<file path="src/rtl/multicycle_control_pkg.sv">
// Shared constants for the multicycle controller: FSM state encoding,
// RV32 base opcodes, writeback mux select codes and PC source codes.
package multicycle_control_pkg;

  typedef enum logic [2:0] {
    ST_FETCH     = 3'd0,
    ST_DECODE    = 3'd1,
    ST_EXECUTE   = 3'd2,
    ST_MEMORY    = 3'd3,
    ST_WRITEBACK = 3'd4,
    ST_TRAP      = 3'd7
  } state_t;

  localparam logic [6:0] OPC_LOAD     = 7'b0000011;
  localparam logic [6:0] OPC_STORE    = 7'b0100011;
  localparam logic [6:0] OPC_OP       = 7'b0110011;
  localparam logic [6:0] OPC_OP_IMM   = 7'b0010011;
  localparam logic [6:0] OPC_LUI      = 7'b0110111;
  localparam logic [6:0] OPC_AUIPC    = 7'b0010111;
  localparam logic [6:0] OPC_JAL      = 7'b1101111;
  localparam logic [6:0] OPC_JALR     = 7'b1100111;
  localparam logic [6:0] OPC_BRANCH   = 7'b1100011;
  localparam logic [6:0] OPC_MISC_MEM = 7'b0001111;

  // Writeback mux select (codes 4-7 are never driven)
  localparam logic [2:0] WB_ALU = 3'd0;
  localparam logic [2:0] WB_MEM = 3'd1;
  localparam logic [2:0] WB_PC4 = 3'd2;
  localparam logic [2:0] WB_IMM = 3'd3;

  // PC source select
  localparam logic [1:0] PCS_PC4          = 2'd0;
  localparam logic [1:0] PCS_TARGET       = 2'd1;
  localparam logic [1:0] PCS_TARGET_ALIGN = 2'd2;

  function automatic logic is_legal(input logic [6:0] op);
    case (op)
      OPC_LOAD, OPC_STORE, OPC_OP, OPC_OP_IMM, OPC_LUI,
      OPC_AUIPC, OPC_JAL, OPC_JALR, OPC_BRANCH, OPC_MISC_MEM: return 1'b1;
      default:                                                 return 1'b0;
    endcase
  endfunction

endpackage

</file>
<file path="src/rtl/multicycle_control.sv">
// Multicycle RV32 base-ISA control FSM.
// Inputs : clock, reset_n (sync, active-low), fetch_opcode[6:0],
//          branch_taken, mem_ready.
// Outputs: memory strobes (mem_read, mem_write, mem_addr_sel), ir_write,
//          reg_write, writeback_sel[2:0], pc_write, pc_source_sel[1:0],
//          alu_a_sel, alu_b_sel, illegal (sticky), state[2:0] (debug),
//          instret[31:0] (retired-instruction count).
module multicycle_control
  import multicycle_control_pkg::*;
(
  input  logic        clock,
  input  logic        reset_n,
  input  logic [6:0]  fetch_opcode,
  input  logic        branch_taken,
  input  logic        mem_ready,
  output logic        mem_read,
  output logic        mem_write,
  output logic        mem_addr_sel,
  output logic        ir_write,
  output logic        reg_write,
  output logic [2:0]  writeback_sel,
  output logic        pc_write,
  output logic [1:0]  pc_source_sel,
  output logic        alu_a_sel,
  output logic        alu_b_sel,
  output logic        illegal,
  output logic [2:0]  state,
  output logic [31:0] instret
);

  state_t      state_q, state_d;
  logic [6:0]  opcode_q;
  logic        illegal_q;
  logic [31:0] instret_q;

  logic mem_read_raw, mem_write_raw, ir_write_raw, reg_write_raw, pc_write_raw;

  // State register
  always_ff @(posedge clock) begin
    if (!reset_n) state_q <= ST_FETCH;
    else          state_q <= state_d;
  end

  // Latched opcode, sticky illegal flag and retire counter
  always_ff @(posedge clock) begin
    if (!reset_n) begin
      opcode_q  <= '0;
      illegal_q <= 1'b0;
      instret_q <= '0;
    end else begin
      if (state_q == ST_FETCH && mem_ready) opcode_q <= fetch_opcode;
      if (state_d == ST_TRAP)               illegal_q <= 1'b1;
      if (pc_write)                         instret_q <= instret_q + 32'd1;
    end
  end

  // Next-state logic
  always_comb begin
    state_d = state_q;
    case (state_q)
      ST_FETCH:     if (mem_ready) state_d = ST_DECODE;
      ST_DECODE:    state_d = is_legal(opcode_q) ? ST_EXECUTE : ST_TRAP;
      ST_EXECUTE: begin
        case (opcode_q)
          OPC_LOAD, OPC_STORE:      state_d = ST_MEMORY;
          OPC_BRANCH, OPC_MISC_MEM: state_d = ST_FETCH;
          default:                  state_d = ST_WRITEBACK;
        endcase
      end
      ST_MEMORY: begin
        if (mem_ready) state_d = (opcode_q == OPC_LOAD) ? ST_WRITEBACK : ST_FETCH;
      end
      ST_WRITEBACK: state_d = ST_FETCH;
      ST_TRAP:      state_d = ST_TRAP;
      default:      state_d = ST_FETCH;
    endcase
  end

  // Output decode
  always_comb begin
    mem_read_raw  = 1'b0;
    mem_write_raw = 1'b0;
    mem_addr_sel  = 1'b0;
    ir_write_raw  = 1'b0;
    reg_write_raw = 1'b0;
    writeback_sel = WB_ALU;
    pc_write_raw  = 1'b0;
    pc_source_sel = PCS_PC4;
    alu_a_sel     = 1'b0;
    alu_b_sel     = 1'b0;
    case (state_q)
      ST_FETCH: begin
        mem_read_raw = 1'b1;
        ir_write_raw = mem_ready;
      end
      ST_EXECUTE: begin
        alu_a_sel = (opcode_q == OPC_AUIPC) || (opcode_q == OPC_JAL) ||
                    (opcode_q == OPC_BRANCH);
        alu_b_sel = !((opcode_q == OPC_OP) || (opcode_q == OPC_BRANCH));
        // Branches and fences retire here
        if (opcode_q == OPC_BRANCH || opcode_q == OPC_MISC_MEM) begin
          pc_write_raw = 1'b1;
          if (opcode_q == OPC_BRANCH && branch_taken) pc_source_sel = PCS_TARGET;
        end
      end
      ST_MEMORY: begin
        mem_addr_sel  = 1'b1;
        mem_read_raw  = (opcode_q == OPC_LOAD);
        mem_write_raw = (opcode_q == OPC_STORE);
        // Stores retire on the completing memory cycle
        pc_write_raw  = (opcode_q == OPC_STORE) && mem_ready;
      end
      ST_WRITEBACK: begin
        reg_write_raw = 1'b1;
        pc_write_raw  = 1'b1;
        case (opcode_q)
          OPC_LOAD:           writeback_sel = WB_MEM;
          OPC_JAL, OPC_JALR:  writeback_sel = WB_PC4;
          OPC_LUI:            writeback_sel = WB_IMM;
          default:            writeback_sel = WB_ALU;
        endcase
        case (opcode_q)
          OPC_JAL:  pc_source_sel = PCS_TARGET;
          OPC_JALR: pc_source_sel = PCS_TARGET_ALIGN;
          default:  pc_source_sel = PCS_PC4;
        endcase
      end
      default: ;
    endcase
  end

  // Strobes are forced low while reset is held
  assign mem_read  = mem_read_raw  & reset_n;
  assign mem_write = mem_write_raw & reset_n;
  assign ir_write  = ir_write_raw  & reset_n;
  assign reg_write = reg_write_raw & reset_n;
  assign pc_write  = pc_write_raw  & reset_n;

  assign illegal = illegal_q;
  assign state   = state_q;
  assign instret = instret_q;

endmodule

</file>
<file path="config.mk">
export PLATFORM = sky130hd
export DESIGN_NAME = multicycle_control
export DESIGN_NICKNAME = d
export VERILOG_FILES = /design/src/rtl/multicycle_control_pkg.sv /design/src/rtl/multicycle_control.sv
export SDC_FILE = /design/constraint.sdc
export NUM_CORES = 1
export LEC_CHECK = 0
export CAP_MARGIN = 20
export CELL_PAD_IN_SITES_DETAIL_PLACEMENT = 1
export CELL_PAD_IN_SITES_GLOBAL_PLACEMENT = 2
export CORE_MARGIN = 3
export CORE_UTILIZATION = 30
export DETAILED_ROUTE_END_ITERATION = 16
export HOLD_SLACK_MARGIN = 0.02
export PLACE_DENSITY = 0.94
export REMOVE_ABC_BUFFERS = 1
export SLEW_MARGIN = 20
export SYNTH_ARGS = -nofsm -noshare
export SYNTH_HDL_FRONTEND = slang
export SYNTH_SLANG_ARGS = --single-unit
</file>
<file path="constraint.sdc">
create_clock -name clock -period 3.3 [get_ports clock]
set_input_delay 0.66 -clock clock [delete_from_list [all_inputs] [get_ports clock]]
set_output_delay 0.66 -clock clock [all_outputs]
set_load 0.05 [all_outputs]
</file>
==> metrics.txt <==
R2R cell count 5; EDFF count, synth 0; Worst-Margin Slew around 0.7 ns; Final period util 91.9%; Worst EP required 2.64 ns; synth cell count leaders dfxtp_1 (43), nand2_1 (37), nor2_1 (32); Slew Viols, Final 0; cell count after synthesis a little over 300; worst hold slack 0.472 ns; clock latency on the worst-skew pair between 0.2 and 0.3 ns; internal power between 0.8 and 0.9 mW; crit end category output port; Final min period 3.03 ns; post-synth cell types 47; share of power burned in registers 43.3%; Iteration-0 DRC Markers 77; placed instance area between 3000 and 4000 um^2; die height 95.1 um; Async SR Flop Fraction 0%; fill cell count 913; clock-pin slew on the worst setup and hold paths 0.08 ns; Post-CTS Resized 0; number of max-cap violations 0; Die Wd 95.1 um; Layout Cells excl Fill 457; Post-CTS Hold Buffers 0; Max Fclk 0.330 GHz; die area 9040 um^2; starting density of the core 31.8%; Ports 60; register area ~860 um^2; CTS Buffer Depth 2; relative slew slack 54.0%; worst-path fanout max 14; Reg2Reg Setup Slack 0.56 ns; H-tree depth 2; Pleak slightly below 1 nW; final core occ 42.3%; gr ovfl total 0; Final Hold Fails 0; largest net degree at the start of global routing 38; Worst Hold Class flip-flop to flip-flop; via/cell ratio 5.22; Clk pwr share 23.1%; initial antenna violation count 0; Synth top area share 36.2%; hold_sp instret[31]; clock sinks 43; CTS tree yes; CP Launch Type flip-flop; Fin Clk Skew 0.00738 ns; drt drc 0; Combinational Power Share between 30 and 40%; hold path cells 2; Final #Nets 369; multi-input logic area 1400 um^2; CTS buffer count 5; final wirelength 7.11 mm; final-report setup violation count 0; status completed; Seq/Total Area, Yosys between 30% and 40%; dpl cells 449; RSZ-0062 raised after global routing no; origin of the critical flop-to-flop path state[1]; Mapped Area about 2400 um^2; largest area contributor in the netlist dfxtp_1; hold path endpoint instret[31]; Net Sw Power approximately 0.58 mW; CTS Root Cell clkbuf_8; Peak VDD IR between 0.2 and 0.25 mV; worst setup path startpoint state[0]; Synth area leaders dfxtp_1 (36%), xnor2_1 (7.7%), nand2_1 (5.8%), a21oi_1 (5.5%), nor2_1 (5.0%); sw frac 39.3%; FP Rows 31; total number of vias 2385; GPL Wtd Cong roughly 0.77; diode count 0; hpwl dp just over 5 mm; core area 7490 um^2; most frequent cell after synthesis dfxtp_1; WL/cell 15.6 um; drt pass-1 iters 4; WP data arrival 2.37 ns; Syn. warnings 0; #FFs+latches synth between 40 and 50; Synth Flop Type dfxtp_1; pwr/cell area 462 nW/um^2; port bufs 58; postcts setup bufs 0; vias in the first global route 2360; crit path kind flip-flop to output port; Reg-to-Reg End instret[30]; Syn-to-layout area delta 33.0%; total track usage 16.7%; sum of negative setup slack 0 ns; ratio of cells with drive above 1 in the final layout 7.54%; cell area after layout roughly 3200 um^2; syn avg cell area 7.81 um^2; Routed Antenna Nets 0; first-pass GRT wire length 12.2 mm
[through the flow]
| step | setup slack (ns) | power, mW |
|---|---|---|
| 6_report | 0.268 | 1.46 |
| 5_1_grt | 0.0641 | 1.56 |
| 3_3_place_gp | 0.432 | 1.12 |
| 4_1_cts | 0.232 | 1.48 |
| 2_1_floorplan | -0.404 | 0.940 |
| 3_5_place_dp | 0.399 | 1.14 |
[final cells by class]
| type | instances | share of cell area, % |
|---|---|---|
| Sequential cell | 43 | 27.2 |
| Clock inverter | 3 | 0.632 |
| Tap cell | 99 | 3.91 |
| Multi-Input combinational cell | 230 | 44.2 |
| Clock buffer | 5 | 2.17 |
| Inverter | 10 | 1.19 |
| Timing Repair Buffer | 67 | 20.7 |
[layout by cell type (no fill, tap or decap), types with 4 or more instances in the layout]
master / Yosys / routed
a2111oi_0: 9 / 9
a211oi_1: 9 / 9
a21oi_1: 26 / 26
and2_1: 4 / 4
and3_1: 4 / 4
buf_4: 1 / 14
clkbuf_8: 0 / 5
clkdlybuf4s50_1: 0 / 51
dfxtp_1: 43 / 43
inv_1: 10 / 10
nand2_1: 37 / 37
nand2b_1: 5 / 5
nand3_1: 13 / 13
nand4_1: 8 / 8
nor2_1: 32 / 32
nor3_1: 4 / 4
o31ai_1: 5 / 5
or3_1: 6 / 6
or4_1: 6 / 6
xnor2_1: 21 / 21
[worst max-delay path: stages, from the launching register on]
cell and delay [ns]:
dfxtp_1 0.46, nor3b_1 0.35, buf_4 0.20, nand4_1 0.10, a21oi_1 0.15, clkdlybuf4s50_1 0.82
[cell families (layout without fill, tap and decap cells)]
family | after synthesis | count (layout) | share of synthesized area [%]
buffers and inverters | 32 | 85 | 5.36
and+or+nand+nor | 137 | 137 | 29.8
adders and majority gates | 1 | 1 | 0.525
other | 1 | 1 | 0.157
DFF | 43 | 43 | 36.2
xor gates and xnor gates | 22 | 22 | 8.09
muxes | 3 | 3 | 1.26
AOI/OAI and AO/OA | 66 | 66 | 18.6
[worst max path at each step]
| stage | endpoint | slack (ns) |
|---|---|---|
| floorplan | pc_write | -0.40 |
| global placement | ir_write | 0.43 |
| detailed placement | ir_write | 0.40 |
| CTS | writeback_sel[0] | 0.23 |
| global route | writeback_sel[0] | 0.06 |
| finish | writeback_sel[0] | 0.27 |
[power groups by stage]
stage	clock network, mW	logic [mW]	registers (mW)
2_1_floorplan	0	0.249	0.690
3_3_place_gp	0	0.483	0.640
3_5_place_dp	0	0.493	0.645
4_1_cts	0.352	0.497	0.633
5_1_grt	0.373	0.536	0.649
6_report	0.338	0.493	0.634
[sequential cells by signal (all words and copies together), names as in the netlist]
| name | cells |
|---|---|
| opcode_q | 7 |
| illegal | 1 |
| instret | 32 |
| state | 3 |
[layer usage]
metal	up-vias	wire (um)	GRT usage, %	share of wire (%)
li1	1192	-	-	-
met1	1131	3510	24.0	49
met2	51	3250	25.7	46
met3	11	222	2.37	3.1
met4	0	133	5.17	1.9
met5	-	0	0	0
No activity file was read; power rests on OpenSTA's default activity.
==> RTL edit, RTL diff (same settings) <==
Make the reset (`reset_n`) asynchronous in 2 clocked blocks.
--- a/src/rtl/multicycle_control.sv
+++ b/src/rtl/multicycle_control.sv
@@ -36,13 +36,13 @@
   logic mem_read_raw, mem_write_raw, ir_write_raw, reg_write_raw, pc_write_raw;
 
   // State register
-  always_ff @(posedge clock) begin
+  always_ff @(posedge clock or negedge reset_n) begin
     if (!reset_n) state_q <= ST_FETCH;
     else          state_q <= state_d;
   end
 
   // Latched opcode, sticky illegal flag and retire counter
-  always_ff @(posedge clock) begin
+  always_ff @(posedge clock or negedge reset_n) begin
     if (!reset_n) begin
       opcode_q  <= '0;
       illegal_q <= 1'b0;
Formal check against the unedited RTL: differs if reset_n is asserted again (counterexample within 4 cycles, from zero or initial values and one cycle with reset_n low); with reset_n held inactive, the same outputs for 10 cycles.
==> RTL edit against the original RTL <==
Setup slack got worse by 100 ps. Synthesized area fell by 3.4%. Core utilization barely moved. Final area fell by 2.0%. Clock skew rose by 5.2 ps. Sequential cell count did not move. Routed wire length fell by 15%. Global-route usage fell by 2.1 points. Critical endpoint is now mem_write. Highest routed layer unchanged.
Power is not compared: it rests on default switching activity, and its combinational part moved more than twofold at a synthesized area within 25%.
==> RTL edit: results <==
export IMPL_hold_buffers=0
export IMPL_cts_buffer_depth=2
export IMPL_drive_gt1_frac=0.118
export IMPL_synthTopCellsByArea="dfrtp_1 47%, xnor2_1 11%, nand3_1 3.7%, nand4_1 3.5%, mux2_2 3.4%"
export IMPL_drtPass1Iterations=4
export IMPL_io_buffers=58
export IMPL_via_count=1953
export IMPL_dp_slack_ps=173
export IMPL_yosysUniqueCellTypes=48
export IMPL_dp_final_hpwl_um=4650
export IMPL_gp_congestion=0.844
export IMPL_fill_cells=820
export IMPL_largest_register_ff_count=32
export IMPL_postPlaceCellArea_mm2=0.00302
export IMPL_finalNonFillerCells=387
export IMPL_status="complete, no violations"
export IMPL_ys_warn_count=0
export IMPL_synthTopCellsByCount="43 x dfrtp_1, 29 x xnor2_1, 18 x nand2_1, 17 x nand3_1, 13 x nand4_1"
export IMPL_antenna_found_initial=0
export IMPL_async_flop_share=1.00
export IMPL_grt_pass1_wl_um=10100
export IMPL_antenna_cells=0
export IMPL_dp_cells=380
export IMPL_leakage_nw=1.29
export IMPL_crit_arrival_ps=2470
export IMPL_clk_pin_slew_ps=80
export IMPL_cts_buffers=5
export IMPL_post_cts_buffers=0
export IMPL_cp_max_fo=11
export IMPL_root_buffer="clkbuf_8"
export IMPL_fin_skew_ps=12.6
export IMPL_ys_seq_area_frac=0.468
export IMPL_grt_max_degree=26
export IMPL_slew_headroom=0.618
export IMPL_nNetsFinal=300
export IMPL_ir_worst_vdd_uv=149
export IMPL_htree_levels=2
export IMPL_power_switching_mw=0.213
export IMPL_hp_class="in -> async"
export IMPL_first_iter_violations=60
export IMPL_clock_latency_ps=290
export IMPL_gr_usage_all_layers=0.146
export IMPL_wire_per_inst_um=15.6
export IMPL_cts_resized=0
export IMPL_postSynthAreaPerCell_um2=10.2
[RTL edit: layout make-up]
| cell class | instances | area [um2] | area share |
|---|---|---|---|
| clock inverters | 2 | 13.8 | 0.00444 |
| multi-input cells | 164 | 1140 | 0.367 |
| clock buffers | 5 | 68.8 | 0.0222 |
| well taps | 99 | 124 | 0.0399 |
| inverters | 8 | 30.0 | 0.00968 |
| repair buffers | 66 | 651 | 0.210 |
| flip-flops and latches | 43 | 1080 | 0.347 |
[RTL edit: cell families (layout without fill, tap and decap cells)]
group,count (synthesis),count (layout),share of synthesized area
and+or+nand+nor,100,100,0.251
DFF,43,43,0.468
xor gates and xnor gates,32,32,0.122
AOI/OAI and AO/OA,23,23,0.0810
buffers and inverters,19,81,0.0370
muxes,7,7,0.0343
adders and majority gates,1,1,0.00544
other,1,1,0.00163
[RTL edit: worst paths after layout]
path,from,end,slack [ps],depth (start not counted)
worst min-delay path,reset_n,opcode_q[1],210,1
max in group asynchronous,reset_n,opcode_q[5],2210,3
min in group clock,instret[31],instret[31],490,1
worst max register to register,opcode_q[6],instret[24],850,6
worst max-delay path,opcode_q[6],mem_write,170,4
worst min register to register,instret[31],instret[31],490,1
[RTL edit: worst max-delay path, cell delays in order (launching register included)]
cell and delay (ps):
dfrtp_1 510, nand4bb_1 360, or2_2 380, nor2_1 130
clkdlybuf4s50_1 810
[RTL edit: power by group through the flow]
stage	Sequential (mW)	Combinational, mW	Clock [mW]
finish	0.541	0.0445	0.323
global route	0.543	0.0496	0.359
CTS	0.541	0.0457	0.333
detailed placement	0.552	0.0457	0
global placement	0.552	0.0448	0
floorplan	0.549	0.0166	0
[RTL edit: metal layers]
layer	track usage	vias to the layer above	routed length (um)
met3	0.0241	7	195
met2	0.230	39	2930
met4	0.0409	0	68
met5	0	-	0
met1	0.206	980	2830
li1	-	927	-
